==> src/rtl/mcu_pkg.sv <==
`default_nettype none
// ============================================================================
//  Module      : mcu_pkg
//  Description : Shared constants for the multi-cycle MIPS control unit:
//                opcode/funct codes, ALUOp codes, datapath mux selects and
//                the FSM state enumeration (encodings are externally visible
//                through state_dbg and must not change).
//  Revision    : 1.0  initial release
// ============================================================================
package mcu_pkg;

    // Instruction opcodes (IR[31:26])
    localparam logic [5:0] c_OP_RTYPE = 6'b000000;
    localparam logic [5:0] c_OP_J     = 6'b000010;
    localparam logic [5:0] c_OP_JAL   = 6'b000011;
    localparam logic [5:0] c_OP_BEQ   = 6'b000100;
    localparam logic [5:0] c_OP_ADDI  = 6'b001000;
    localparam logic [5:0] c_OP_ANDI  = 6'b001100;
    localparam logic [5:0] c_OP_LW    = 6'b100011;
    localparam logic [5:0] c_OP_SW    = 6'b101011;

    // funct field (IR[5:0]) of an R-type jr
    localparam logic [5:0] c_FUNCT_JR = 6'b001000;

    // ALUOp codes
    localparam logic [2:0] c_ALU_ADD   = 3'b000;
    localparam logic [2:0] c_ALU_SUB   = 3'b001;
    localparam logic [2:0] c_ALU_FUNCT = 3'b010;
    localparam logic [2:0] c_ALU_AND   = 3'b100;
    localparam logic [2:0] c_ALU_ADDI  = 3'b101;

    // ALUSrcB selects
    localparam logic [1:0] c_SRCB_RT    = 2'b00;
    localparam logic [1:0] c_SRCB_FOUR  = 2'b01;
    localparam logic [1:0] c_SRCB_IMM   = 2'b10;
    localparam logic [1:0] c_SRCB_IMMSH = 2'b11;

    // PCSource selects
    localparam logic [1:0] c_PCSRC_ALU    = 2'b00;
    localparam logic [1:0] c_PCSRC_ALUOUT = 2'b01;
    localparam logic [1:0] c_PCSRC_JUMP   = 2'b10;
    localparam logic [1:0] c_PCSRC_RS     = 2'b11;

    // MemToReg selects
    localparam logic [1:0] c_M2R_ALUOUT = 2'b00;
    localparam logic [1:0] c_M2R_MDR    = 2'b01;
    localparam logic [1:0] c_M2R_PC     = 2'b10;

    // RegDst selects
    localparam logic [1:0] c_DST_RT = 2'b00;
    localparam logic [1:0] c_DST_RD = 2'b01;
    localparam logic [1:0] c_DST_RA = 2'b10;

    typedef enum logic [3:0] {
        S_IDLE     = 4'd0,
        S_FETCH    = 4'd1,
        S_DECODE   = 4'd2,
        S_EXEC_R   = 4'd3,
        S_WB_R     = 4'd4,
        S_EXEC_I   = 4'd5,
        S_WB_I     = 4'd6,
        S_MEM_ADDR = 4'd7,
        S_MEM_RD   = 4'd8,
        S_MEM_WB   = 4'd9,
        S_MEM_WR   = 4'd10,
        S_BRANCH   = 4'd11,
        S_JUMP     = 4'd12,
        S_JAL      = 4'd13,
        S_JR       = 4'd14,
        S_HALT     = 4'd15
    } state_t;

    // States that stall on the memory handshake and are watchdog-guarded
    function automatic logic isWaitState(input state_t s);
        return (s == S_FETCH) || (s == S_MEM_RD) || (s == S_MEM_WR);
    endfunction

endpackage
`default_nettype wire

==> src/rtl/mcu_wait_timer.sv <==
`default_nettype none
// ============================================================================
//  Module      : mcu_wait_timer
//  Description : Watchdog counter for memory waits. Counts stalled cycles;
//                expired flags that the current stalled cycle is the
//                MAX_WAIT-th one, so a missing mem_ready now is a timeout.
//  Ports       : clk, rst (async, active-high)
//                clear   - zero the count (state change)
//                enable  - count one more stalled cycle
//                expired - count has reached MAX_WAIT-1
//  Revision    : 1.0  initial release
// ============================================================================
module mcu_wait_timer #(
    parameter int MAX_WAIT = 15
) (
    input  logic clk,
    input  logic rst,
    input  logic clear,
    input  logic enable,
    output logic expired
);

    localparam int CNT_W = (MAX_WAIT < 2) ? 1 : $clog2(MAX_WAIT + 1);

    logic [CNT_W-1:0] r_count;

    assign expired = (r_count == CNT_W'(MAX_WAIT - 1));

    always_ff @(posedge clk or posedge rst) begin
        if (rst) begin
            r_count <= '0;
        end else if (clear) begin
            r_count <= '0;
        end else if (enable && !expired) begin
            r_count <= r_count + CNT_W'(1);
        end
    end

endmodule
`default_nettype wire

==> src/rtl/multicycle_control_unit.sv <==
`default_nettype none
// ============================================================================
//  Module      : multicycle_control_unit
//  Description : Moore FSM control unit for the multi-cycle MIPS datapath.
//                Sequences FETCH/DECODE/EXECUTE/MEMORY/WRITEBACK, stalls on
//                mem_ready and traps memory waits longer than MAX_WAIT into
//                an absorbing HALT with a sticky bus_error.
//  Build macro : ILLEGAL_TRAP_EN - adds illegal_op output; undefined opcodes
//                halt instead of executing as nop.
//  Ports       : clk, rst (async, active-high); opcode, funct, mem_ready in;
//                datapath strobes/selects, bus_error, state_dbg out.
//  Revision    : 1.0  initial release
// ============================================================================
module multicycle_control_unit
    import mcu_pkg::*;
#(
    parameter int OP_W     = 6,
    parameter int FUNCT_W  = 6,
    parameter int ALUOP_W  = 3,
    parameter int MAX_WAIT = 15
) (
    input  logic               clk,
    input  logic               rst,
    input  logic [OP_W-1:0]    opcode,
    input  logic [FUNCT_W-1:0] funct,
    input  logic               mem_ready,
    output logic               PCWrite,
    output logic               PCWriteCond,
    output logic               IorD,
    output logic               MemRead,
    output logic               MemWrite,
    output logic               IRWrite,
    output logic [1:0]         MemToReg,
    output logic [1:0]         RegDst,
    output logic               RegWrite,
    output logic               ALUSrcA,
    output logic [1:0]         ALUSrcB,
    output logic [ALUOP_W-1:0] ALUOp,
    output logic [1:0]         PCSource,
    output logic               bus_error,
    output logic [3:0]         state_dbg
`ifdef ILLEGAL_TRAP_EN
    ,
    output logic               illegal_op
`endif
);

    state_t     r_state;
    state_t     w_nextState;
    logic       r_busError;
    logic       w_setBusErr;
    logic       w_expired;
    logic       w_waitState;
    logic [5:0] w_op;
    logic [5:0] w_funct;
    logic [2:0] w_aluOp;

    assign w_op        = 6'(opcode);
    assign w_funct     = 6'(funct);
    assign w_waitState = isWaitState(r_state);

    // Any state change restarts the watchdog, so each wait is timed alone.
    mcu_wait_timer #(
        .MAX_WAIT (MAX_WAIT)
    ) u_waitTimer (
        .clk     (clk),
        .rst     (rst),
        .clear   (w_nextState != r_state),
        .enable  (w_waitState && !mem_ready),
        .expired (w_expired)
    );

`ifdef ILLEGAL_TRAP_EN
    logic r_illegalOp;
    logic w_setIllegal;
    assign illegal_op = r_illegalOp;
`endif

    always_ff @(posedge clk or posedge rst) begin
        if (rst) begin
            r_state    <= S_IDLE;
            r_busError <= 1'b0;
`ifdef ILLEGAL_TRAP_EN
            r_illegalOp <= 1'b0;
`endif
        end else begin
            r_state <= w_nextState;
            if (w_setBusErr) r_busError <= 1'b1;
`ifdef ILLEGAL_TRAP_EN
            if (w_setIllegal) r_illegalOp <= 1'b1;
`endif
        end
    end

    always_comb begin
        w_nextState = r_state;
        w_setBusErr = 1'b0;
`ifdef ILLEGAL_TRAP_EN
        w_setIllegal = 1'b0;
`endif
        PCWrite     = 1'b0;
        PCWriteCond = 1'b0;
        IorD        = 1'b0;
        MemRead     = 1'b0;
        MemWrite    = 1'b0;
        IRWrite     = 1'b0;
        MemToReg    = c_M2R_ALUOUT;
        RegDst      = c_DST_RT;
        RegWrite    = 1'b0;
        ALUSrcA     = 1'b0;
        ALUSrcB     = c_SRCB_RT;
        w_aluOp     = c_ALU_ADD;
        PCSource    = c_PCSRC_ALU;

        case (r_state)
            S_IDLE: w_nextState = S_FETCH;

            S_FETCH: begin
                MemRead = 1'b1;
                ALUSrcB = c_SRCB_FOUR;
                IRWrite = mem_ready;
                PCWrite = mem_ready;
                if (mem_ready) begin
                    w_nextState = S_DECODE;
                end else if (w_expired) begin
                    w_nextState = S_HALT;
                    w_setBusErr = 1'b1;
                end
            end

            S_DECODE: begin
                // Speculative branch target: PC + (imm << 2)
                ALUSrcB = c_SRCB_IMMSH;
                case (w_op)
                    c_OP_RTYPE: w_nextState = (w_funct == c_FUNCT_JR) ? S_JR : S_EXEC_R;
                    c_OP_ADDI,
                    c_OP_ANDI:  w_nextState = S_EXEC_I;
                    c_OP_LW,
                    c_OP_SW:    w_nextState = S_MEM_ADDR;
                    c_OP_BEQ:   w_nextState = S_BRANCH;
                    c_OP_J:     w_nextState = S_JUMP;
                    c_OP_JAL:   w_nextState = S_JAL;
                    default: begin
`ifdef ILLEGAL_TRAP_EN
                        w_nextState  = S_HALT;
                        w_setIllegal = 1'b1;
`else
                        w_nextState  = S_FETCH;
`endif
                    end
                endcase
            end

            S_EXEC_R: begin
                ALUSrcA     = 1'b1;
                w_aluOp     = c_ALU_FUNCT;
                w_nextState = S_WB_R;
            end

            S_WB_R: begin
                RegDst      = c_DST_RD;
                RegWrite    = 1'b1;
                w_nextState = S_FETCH;
            end

            S_EXEC_I: begin
                ALUSrcA     = 1'b1;
                ALUSrcB     = c_SRCB_IMM;
                w_aluOp     = (w_op == c_OP_ANDI) ? c_ALU_AND : c_ALU_ADDI;
                w_nextState = S_WB_I;
            end

            S_WB_I: begin
                RegWrite    = 1'b1;
                w_nextState = S_FETCH;
            end

            S_MEM_ADDR: begin
                ALUSrcA     = 1'b1;
                ALUSrcB     = c_SRCB_IMM;
                w_nextState = (w_op == c_OP_SW) ? S_MEM_WR : S_MEM_RD;
            end

            S_MEM_RD: begin
                MemRead = 1'b1;
                IorD    = 1'b1;
                if (mem_ready) begin
                    w_nextState = S_MEM_WB;
                end else if (w_expired) begin
                    w_nextState = S_HALT;
                    w_setBusErr = 1'b1;
                end
            end

            S_MEM_WB: begin
                MemToReg    = c_M2R_MDR;
                RegWrite    = 1'b1;
                w_nextState = S_FETCH;
            end

            S_MEM_WR: begin
                MemWrite = 1'b1;
                IorD     = 1'b1;
                if (mem_ready) begin
                    w_nextState = S_FETCH;
                end else if (w_expired) begin
                    w_nextState = S_HALT;
                    w_setBusErr = 1'b1;
                end
            end

            S_BRANCH: begin
                ALUSrcA     = 1'b1;
                w_aluOp     = c_ALU_SUB;
                PCWriteCond = 1'b1;
                PCSource    = c_PCSRC_ALUOUT;
                w_nextState = S_FETCH;
            end

            S_JUMP: begin
                PCWrite     = 1'b1;
                PCSource    = c_PCSRC_JUMP;
                w_nextState = S_FETCH;
            end

            S_JAL: begin
                PCWrite     = 1'b1;
                PCSource    = c_PCSRC_JUMP;
                RegDst      = c_DST_RA;
                MemToReg    = c_M2R_PC;
                RegWrite    = 1'b1;
                w_nextState = S_FETCH;
            end

            S_JR: begin
                PCWrite     = 1'b1;
                PCSource    = c_PCSRC_RS;
                w_nextState = S_FETCH;
            end

            S_HALT: w_nextState = S_HALT;

            default: w_nextState = S_HALT;
        endcase
    end

    assign ALUOp     = ALUOP_W'(w_aluOp);
    assign bus_error = r_busError;
    assign state_dbg = r_state;

endmodule
`default_nettype wire

==> config.mk <==
export PLATFORM = sky130hd
export DESIGN_NAME = multicycle_control_unit
export DESIGN_NICKNAME = d
export VERILOG_FILES = /design/src/rtl/mcu_pkg.sv /design/src/rtl/mcu_wait_timer.sv /design/src/rtl/multicycle_control_unit.sv
export SDC_FILE = /design/constraint.sdc
export NUM_CORES = 1
export LEC_CHECK = 0
export CORE_ASPECT_RATIO = 1.25
export CORE_MARGIN = 3
export CORE_UTILIZATION = 38
export CTS_CLUSTER_DIAMETER = 40
export CTS_CLUSTER_SIZE = 20
export DETAILED_ROUTE_END_ITERATION = 16
export GPL_ROUTABILITY_DRIVEN = 0
export PLACE_DENSITY = 0.85
export SETUP_SLACK_MARGIN = 0.15
export SLEW_MARGIN = 20
export SYNTH_ARGS = -nofsm -noshare
export SYNTH_HDL_FRONTEND = slang
export SYNTH_HIERARCHICAL = 1
export SYNTH_SLANG_ARGS = --single-unit
==> constraint.sdc <==
create_clock -name clk -period 2 [get_ports clk]
set_clock_uncertainty 0.05 [all_clocks]
set_input_delay 0.4 -clock clk [delete_from_list [all_inputs] [get_ports clk]]
set_output_delay 0.4 -clock clk [all_outputs]
set_load 0.1 [all_outputs]
==> results.ini, run 1 <==
[run_status]
outcome=aborted with a tool error
failed_stage=global routing
error_line=[ERROR DPL-0038] Utilization greater than 100%, impossible to legalize

[cts]
cts_buffers=3
clock_path_buffers=2
cts_sinks=9
cts-root-buf=clkbuf_4
htree_levels=1

[synth]
synth_nets=140
synth-seq-area-share_pct=24.1
syn_avg_cell_area_um2=7.60
synth.cell_area_um2=935
ys_ff_latch=9
yosysWarnings=6
netlist_instances=123
ys_types=42

[floorplan]
die_x_um=50.4
start_util_pct=41.4
dieHeight_um=61.5
io_pins=39
row_count=19

[place]
pre_cts_slack_ns=-0.150
io_buffers=38
hpwl_um=2840

[timing]
worst-ep-kind=top-level output
grt-worst-endpoint=PCWrite

[global_routing]
grt_max_degree=12

## kinds of logic after synthesis
group	synth area share (%)
AND/OR/NAND/NOR	38.6
AO/OA/AOI/OAI	24.8
buffers and inverters	8.03
flip-flops	24.1
XOR/XNOR	1.87
adder cells (fa/ha/maj)	2.68
## metrics by stage
step,TNS [ns],hold WS [ns],instance area [µm²],cells
global placement,-0.0138,0.395,1830,197
detailed placement,-0.192,0.408,1830,197
floorplan,-4.58,0.116,1180,123
CTS,-0.0446,0.299,2040,217
## what timing repair did
| item | in CTS |
|---|---|
| resized for setup | 23 |
| setup endpoints to repair | 24 |
| hold buffers | 0 |
| buffers inserted | 16 |
| pin swaps | 7 |
## synthesized netlist by cell type, drive strengths merged
library cell,number,share of area [%]
inv,6,2.4
o41ai,1,0.94
nor2,11,4.4
o21ai,6,3.2
or2,4,2.7
a311oi,1,0.94
nand2,6,2.4
nand3b,2,1.6
o22ai,2,1.3
a41oi,2,1.9
nor2b,4,2.7
a21o,2,1.7
nand4,1,0.67
o31a,2,1.9
and2,1,0.67
o22a,2,1.9
a21oi,8,4.3
ha,2,2.7
o31ai,1,1.3
a32oi,1,0.94
nand3,6,3.2
or4,1,0.80
nor3,11,7.1
buf,8,4.8
xnor2,2,1.9
clkbuf,2,0.80
or4b,1,1.5
o32a,1,1.1
nor3b,2,1.6
a221oi,1,0.94
nand2b,7,4.7
o21a,2,1.6
and3,1,0.67
nor4,2,2.9
and3b,1,0.94
dfrtp,9,24
a21boi,1,0.80
==> run 2, diff against run 1 <==
Settings changed: CORE_AREA from default to 3 3 64 66, CORE_ASPECT_RATIO 1.25 to default, CORE_MARGIN 3 to default, CORE_UTILIZATION 38 to default, CTS_CLUSTER_DIAMETER 40 to default, CTS_CLUSTER_SIZE 20 to default, DIE_AREA from default to 0 0 67 69, PLACE_DENSITY 0.85 to default, PLACE_DENSITY_LB_ADDON from default to 0.15, SETUP_SLACK_MARGIN 0.15 to default.
Clock period 2 ns to 2.6 ns, I/O delays scaled along.
==> run 2 against run 1 <==
  * Area after synthesis stayed put
  * The run now ends clean
  * Synthesized cell count stayed put
==> results.ini, run 2 <==
[power_and_ir_drop]
totalPowerFinal_w=0.00214
ir_drop_mv=0.481
powerDensity_nw_per_um2=1240
p_leak_nw=0.626

[place]
io_buffers=38
hpwl_um=2250
pre_cts_slack_ns=0.226
dp.cells=203

[drt]
ant_nets=0
routed_wl_um=2780
met1_length_um=1090
wl_met3_um=121
viasPerCell=5.14
wl_met2_um=1550
firstDrtPassIters=4
topRoutingLayerUsed=met4
wire_per_inst_um=13.4
vias=1065
drc_errors=0
drt_iter0_drc=27

[cts]
clock_path_buffers=2
tritoncts=done
htree_levels=1
cts_buffers=3
path_clk_slew_ns=0.04
cts_sinks=9
cts_setup_buffers=0
cts-root-buf=clkbuf_8
cts_resized=0
hold_buffers=0
insertion_delay_ns=0.23

[timing]
fin_crit_sh_pct=92.7
clock.fmax_ghz=0.415
setup_ws_ns=0.189
tightest_slew_ns=0.431
max_slew_margin_pct=71.2
rsz0062_at_grt=false
setup_viol=0
fin_setup_tns_ns=0
hold_violations=0
fin_crit_ns=2.41
slew_violations=0

[floorplan]
die_x_um=67
coreArea_um2=3630
dieArea_um2=4620
row_count=22
io_pins=39
start_util_pct=25.7
dieHeight_um=69

[worst_setup_path]
r2r_slack_ns=0.50
startpoint_type=flop
crit_required_ns=2.03
end_kind=primary output
crit_type=flop to primary output
critPathMaxFanout=19
worstPathArrival_ns=1.84

[layout]
num_antenna_cells=0
drive_above_1_share_pct=39.6
fin_nets=177
mostFrequentLayoutCells=19 x buf_12, 14 x clkdlybuf4s50_1, 9 x buf_4
syn_to_final_growth_pct=83.9
multi_input_area_um2=766
fillers=383
fin_cells=207
final_common_cell=buf_12
seqCellArea_um2=238

[synth]
synth-edff-count=0
synth-seq-area-share_pct=24.1
yosysWarnings=6
synth.cell_area_um2=935
synth_nets=140
synthArstFlopShare_pct=100
yosysMostFrequentCell=nor2_1
yosys-top-cells-count=11 x nor2_1, 10 x nor3_1, 9 x dfrtp_1
ys_types=42
ys_ff_latch=9
netlist_instances=123
synth-main-ff-cell=dfrtp_1
synth_largest_area_cell=dfrtp_1
synth_top_cell_area_share_pct=24.1
synthTopCellsByArea=dfrtp_1 24%, nor3_1 5.4%, nand2b_1 4.7%, nor2_1 4.4%, a21oi_1 4.3%
syn_avg_cell_area_um2=7.60

[global_routing]
grt_max_degree=21
grt-ovfl-total=0
grt_antenna_before_repair=0
grt_use_total_pct=13.0
grt_pass1_vias=1104
grt_pass1_wl_um=4850

[run_status]
outcome=finished, final reports clean

[flow_run]
max-cap-violations=0

[worst_hold_path]
hp-class=flop to flop

run 2: final timing paths:
check	startpoint	end	depth (start not counted)
setup reg to reg	state_dbg[1]	u_waitTimer/r_count[3]	7
hold reg to reg	bus_error	bus_error	2
max in group asynchronous	rst	state_dbg[0]	2
hold / removal	bus_error	bus_error	2
min in group asynchronous	rst	u_waitTimer/r_count[0]	2
setup / recovery	state_dbg[1]	PCWrite	4
run 2: logic make-up (layout without fill, tap and decap cells):
family	Yosys count	after routing	synth area share, %
AO/OA/AOI/OAI	33	33	24.8
AND/OR/NAND/NOR	61	61	38.6
XOR/XNOR	2	2	1.87
buffers and inverters	16	52	8.03
adder cells (fa/ha/maj)	2	2	2.68
flip-flops	9	9	24.1
run 2: routing by layer:
layer / vias to the layer above / track usage (%)
met2: 28 / 22.8
met1: 512 / 15.0
met3: 2 / 3.42
met5: - / 0
met4: 0 / 3.60
li1: 523 / -
run 2: final cells by class:
class / count / area share [%]
sequential: 9 / 13.8
tap: 48 / 3.49
multi-input combinational: 98 / 44.5
inverter: 6 / 1.31
clock buffer: 4 / 2.62
timing repair buffer: 42 / 34.2
run 2: metrics by stage:
stage          cell area (µm²)  utilization (%)  hold WS, ns
2_1_floorplan             1090                -        0.236
3_3_place_gp              1670             46.1        0.419
3_5_place_dp              1670             46.1        0.429
4_1_cts                   1720             47.3        0.439
5_1_grt                   1720             47.3        0.458
6_report                  1720             47.3        0.430
run 2: power by group:
group	internal (W)	leakage [nW]	total (W)	switching (W)
logic	0.000571	0.494	0.00168	0.00111
clock network	0.000106	0.0228	0.000157	0.0000510
registers	0.000179	0.110	0.000304	0.000125
total	0.000857	0.626	0.00214	0.00128
run 2: worst max-delay path, cell delays in order, from the launching register on:
cell,delay [ns]
dfrtp_4,0.59
nor3b_1,0.42
and3b_4,0.30
or2_4,0.13
buf_12,0.16
(Power assumes the default switching activity.)
==> run 3, diff against run 2 <==
Clock period 2.6 ns to 3 ns, I/O delays scaled along.
==> run 3 against run 2 <==
  * Critical path type is now input port to primary output
  * Sequential share of layout area rose by 2.1 points
  * Register-to-register slack improved by 0.44 ns
  * Global-route usage fell by 1.2 points
  * Worst setup slack improved by 0.25 ns
  * Highest routed layer is now met3
  * Flip-flop and latch count did not move
  * Routed wire length fell by 7.1%
  * Cell count fell by 0.97%
  * Sequential power fell by 9.9%
  * Critical path depth rose by 1
  * Non-clock buffer count fell by 2
  * Via count fell by 4.6%
  * Core utilization fell by 7.1 points
==> results.ini, run 3 (synthesized netlist as in run 2, its figures left out) <==
[floorplan]
row_count=22
start_util_pct=25.7
coreArea_um2=3630
dieHeight_um=69
dieArea_um2=4620
die_x_um=67
io_pins=39

[timing]
setup_viol=0
fin_crit_ns=2.57
fin_crit_sh_pct=85.5
max_slew_margin_pct=66.5
slew_violations=0
hold_violations=0
tightest_slew_ns=0.502
fin_setup_tns_ns=0
rsz0062_at_grt=false
clock.fmax_ghz=0.390

[place]
hpwl_um=2100
io_buffers=38
place_area_um2=1420

[layout]
fin_nets=175
num_antenna_cells=0
final_common_cell=buf_4
drive_above_1_share_pct=36.9
final_cell_area_um2=1460
mostFrequentLayoutCells=23 x buf_4, 14 x clkdlybuf4s50_1, 7 x nand2b_1
syn_to_final_growth_pct=56.4

[flow_run]
max-cap-violations=0

[global_routing]
grt_antenna_before_repair=0
grt_use_total_pct=11.7
grt_pass1_wl_um=4400
grt_pass1_vias=1031
grt-ovfl-total=0
grt_max_degree=25

[cts]
cts_sinks=9
tritoncts=done
clock_path_buffers=2
cts_setup_buffers=0
cts_resized=0
cts-root-buf=clkbuf_8
path_clk_slew_ns=0.04
htree_levels=1
insertion_delay_ns=0.23
cts_buffers=3
hold_buffers=0

[power_and_ir_drop]
totalPowerFinal_w=0.00163
ir_drop_mv=0.438
p_leak_nw=0.569
powerDensity_nw_per_um2=1110

[worst_setup_path]
startpoint=opcode[0]
worstReg2RegStart=state_dbg[3]
crit_type=input port to primary output
timing.critical_path.to=ALUOp[0]
worstPathArrival_ns=1.92
r2r_end=u_waitTimer/r_count[3]
end_kind=primary output
rr_worst_depth=7
startpoint_type=input port
r2r_slack_ns=0.94
critPathMaxFanout=7
crit_required_ns=2.35

[worst_hold_path]
hp-class=flop to flop

[drt]
vias=1016
drt_iter0_drc=13
firstDrtPassIters=4
viasPerCell=4.96
wire_per_inst_um=12.6
ant_nets=0
routed_wl_um=2580
drc_errors=0

[run_status]
outcome=finished, final reports clean

==> run 3: where the power goes <==
group	switching, W	leakage (nW)	internal (W)	total [W]
clock network	0.0000432	0.0228	0.0000922	0.000135
registers	0.000126	0.110	0.000149	0.000274
logic	0.000891	0.436	0.000327	0.00122
total	0.00106	0.569	0.000568	0.00163
==> run 3: per-stage QoR <==
| stage | hold slack, ns | utilization [%] | cells | worst slack, ns |
|---|---|---|---|---|
| 2_1_floorplan | 0.316 | - | 123 | -0.360 |
| 3_3_place_gp | 0.420 | 39.0 | 201 | 0.480 |
| 3_5_place_dp | 0.405 | 39.0 | 201 | 0.438 |
| 4_1_cts | 0.414 | 40.2 | 205 | 0.432 |
| 5_1_grt | 0.456 | 40.2 | 205 | 0.306 |
| 6_report | 0.410 | 40.2 | 205 | 0.434 |
==> run 3: how the worst min path moves through the flow <==
stage / cells after the start / endpoint / slack (ns) / startpoint
after CTS: 2 / bus_error / 0.41 / bus_error
after floorplan: 1 / u_waitTimer/r_count[0] / 0.32 / rst
after global placement: 2 / bus_error / 0.42 / bus_error
after detailed placement: 2 / bus_error / 0.40 / bus_error
final: 2 / bus_error / 0.41 / bus_error
after global routing: 2 / bus_error / 0.46 / bus_error
==> run 3: critical path, cell delays in order <==
cell and delay, ns:
clkdlybuf4s50_1 0.52, nor3_1 0.27, nand3_1 0.11, a21o_2 0.24, buf_12 0.16
==> run 3: layer usage <==
layer	vias to the layer above	global-route usage (%)	wire length [µm]
met5	-	0	0
met4	0	1.58	0
met3	0	2.77	117
met2	23	23.0	1460
met1	479	12.3	1000
li1	514	-	-
==> run 3: final cells by class <==
| class | count | area [µm²] |
|---|---|---|
| timing repair buffer | 40 | 373 |
| fill | 396 | 2170 |
| inverter | 6 | 22.5 |
| multi-input combinational | 98 | 728 |
| clock buffer | 4 | 45.0 |
| tap | 48 | 60.1 |
| sequential | 9 | 233 |
==> run 4, diff against run 3 <==
Settings changed: CELL_PAD_IN_SITES_DETAIL_PLACEMENT from default to 1, CELL_PAD_IN_SITES_GLOBAL_PLACEMENT from default to 2, CORE_AREA 3 3 64 66 to default, CORE_MARGIN from default to 3, CORE_UTILIZATION from default to 24, DIE_AREA 0 0 67 69 to default.
==> run 4 against run 3 <==
  * Register-to-register slack got worse by 0.38 ns
  * Routed wire length rose by 20%
  * Flip-flop and latch count did not move
  * Sequential power rose by 4%
  * Critical path depth did not move
  * Cell count fell by 0.49%
  * Via count rose by 2.5%
  * Final area fell by 0.51%
  * Sequential share of layout area rose by 0.082 points
  * Non-clock buffer count fell by 1
  * Combinational power barely moved
  * Worst hold slack improved by 0.023 ns
  * Largest cell class unchanged
  * Highest routed layer is now met4
==> results.ini, run 4 (synthesized netlist as in run 2, its figures left out) <==
[run_status]
outcome=finished, final reports clean

[timing]
fin_setup_tns_ns=0
tightest_slew_ns=0.719
fin_crit_sh_pct=85.3
hold_violations=0
slew_violations=0
fin_crit_ns=2.56
rsz0062_at_grt=false
setup_viol=0
clock.fmax_ghz=0.391
max_slew_margin_pct=51.7

[drt]
routed_wl_um=3100
wire_per_inst_um=15.2
vias=1041
viasPerCell=5.10
wl_met2_um=1440
topRoutingLayerUsed=met4
met1_length_um=1430
ant_nets=0
drt_iter0_drc=17
firstDrtPassIters=4
drc_errors=0
wl_met3_um=157

[worst_setup_path]
crit_family=buffers and inverters
critPathMaxStageDelay_ns=0.52
crit_path_top_delay_cell=clkdlybuf4s50_1
crit_required_ns=2.35
end_kind=primary output
critPathMaxFanout=7
startpoint_type=input port
crit_buf_inv=2
crit_chain=clkdlybuf4s50_1 -> nor3_1 -> nand3_1 -> a21o_2 -> buf_12
worstPathArrival_ns=1.91
crit_type=input port to primary output

[floorplan]
dieHeight_um=68.4
row_count=22
io_pins=39
dieArea_um2=4680
coreArea_um2=3720
die_x_um=68.4
start_util_pct=25.2

[cts]
htree_levels=1
cts_setup_buffers=0
tritoncts=done
hold_buffers=0
cts_resized=0
cts_buffers=3
cts_sinks=9
cts-root-buf=clkbuf_8
insertion_delay_ns=0.23
path_clk_slew_ns=0.04
clock_path_buffers=2

[global_routing]
grt_max_degree=25
grt_antenna_before_repair=0
grt-ovfl-total=0
grt_pass1_wl_um=4700
grt_use_total_pct=13.3
grt_pass1_vias=980

[power_and_ir_drop]
powerDensity_nw_per_um2=1130
ir_drop_mv=0.340
p_leak_nw=0.564

[layout]
mostFrequentLayoutCells=22 x buf_4, 14 x clkdlybuf4s50_1, 7 x nand2b_1
final_common_cell=buf_4
drive_above_1_share_pct=36.5
final_cell_area_um2=1450
fillers=473
syn_to_final_growth_pct=55.6
num_antenna_cells=0
fin_nets=174

[place]
hpwl_um=2450
io_buffers=38
place_area_um2=1410

[flow_run]
max-cap-violations=0

[worst_hold_path]
hp-class=flop to flop

## run 4: cell count changes in the layout (fill, tap and decap cells not counted)
cell,before,now
buf_4,23,22
## run 4: power breakdown
part | leakage (nW) | internal, W | switching (W)
Combinational | 0.431 | 0.000322 | 0.000899
Sequential | 0.110 | 0.000148 | 0.000136
Clock | 0.0228 | 0.0000924 | 0.0000456
## run 4: through the flow
step	util, %	power (W)	hold slack [ns]	instances	setup slack [ns]
4_1_cts	39.1	0.00166	0.436	204	0.452
6_report	39.1	0.00164	0.433	204	0.440
3_3_place_gp	37.9	0.00150	0.430	200	0.456
2_1_floorplan	-	0.00124	0.316	123	-0.360
5_1_grt	39.1	0.00172	0.465	204	0.342
3_5_place_dp	37.9	0.00151	0.427	200	0.452
## run 4: tightest hold or removal path, cell delays in order, from the launching register on
cell and delay (ns):
dfrtp_1 0.34, inv_1 0.04, o41ai_1 0.06
## run 4: worst paths after layout
path	startpoint	end	depth (start not counted)	slack, ns
worst max register to register	state_dbg[3]	u_waitTimer/r_count[3]	6	0.56
worst max-delay path	opcode[0]	ALUOp[0]	5	0.44
min in group asynchronous	rst	u_waitTimer/r_count[1]	2	0.55
worst min register to register	bus_error	bus_error	2	0.43
worst min-delay path	bus_error	bus_error	2	0.43
max in group asynchronous	rst	state_dbg[3]	2	2.15
## run 4: cell type report
cell class / count / area [µm²] / area share [%]
Inverter: 6 / 22.5 / 1.55
Clock buffer: 4 / 45.0 / 3.10
Tap cell: 48 / 60.1 / 4.13
Timing Repair Buffer: 39 / 365 / 25.1
Sequential cell: 9 / 233 / 16.0
Multi-Input combinational cell: 98 / 728 / 50.1
## run 4: per-layer routing
layer	vias up	global-route usage [%]
li1	511	-
met1	488	17.2
met2	33	21.2
met3	9	2.46
met4	0	5.96
met5	-	0
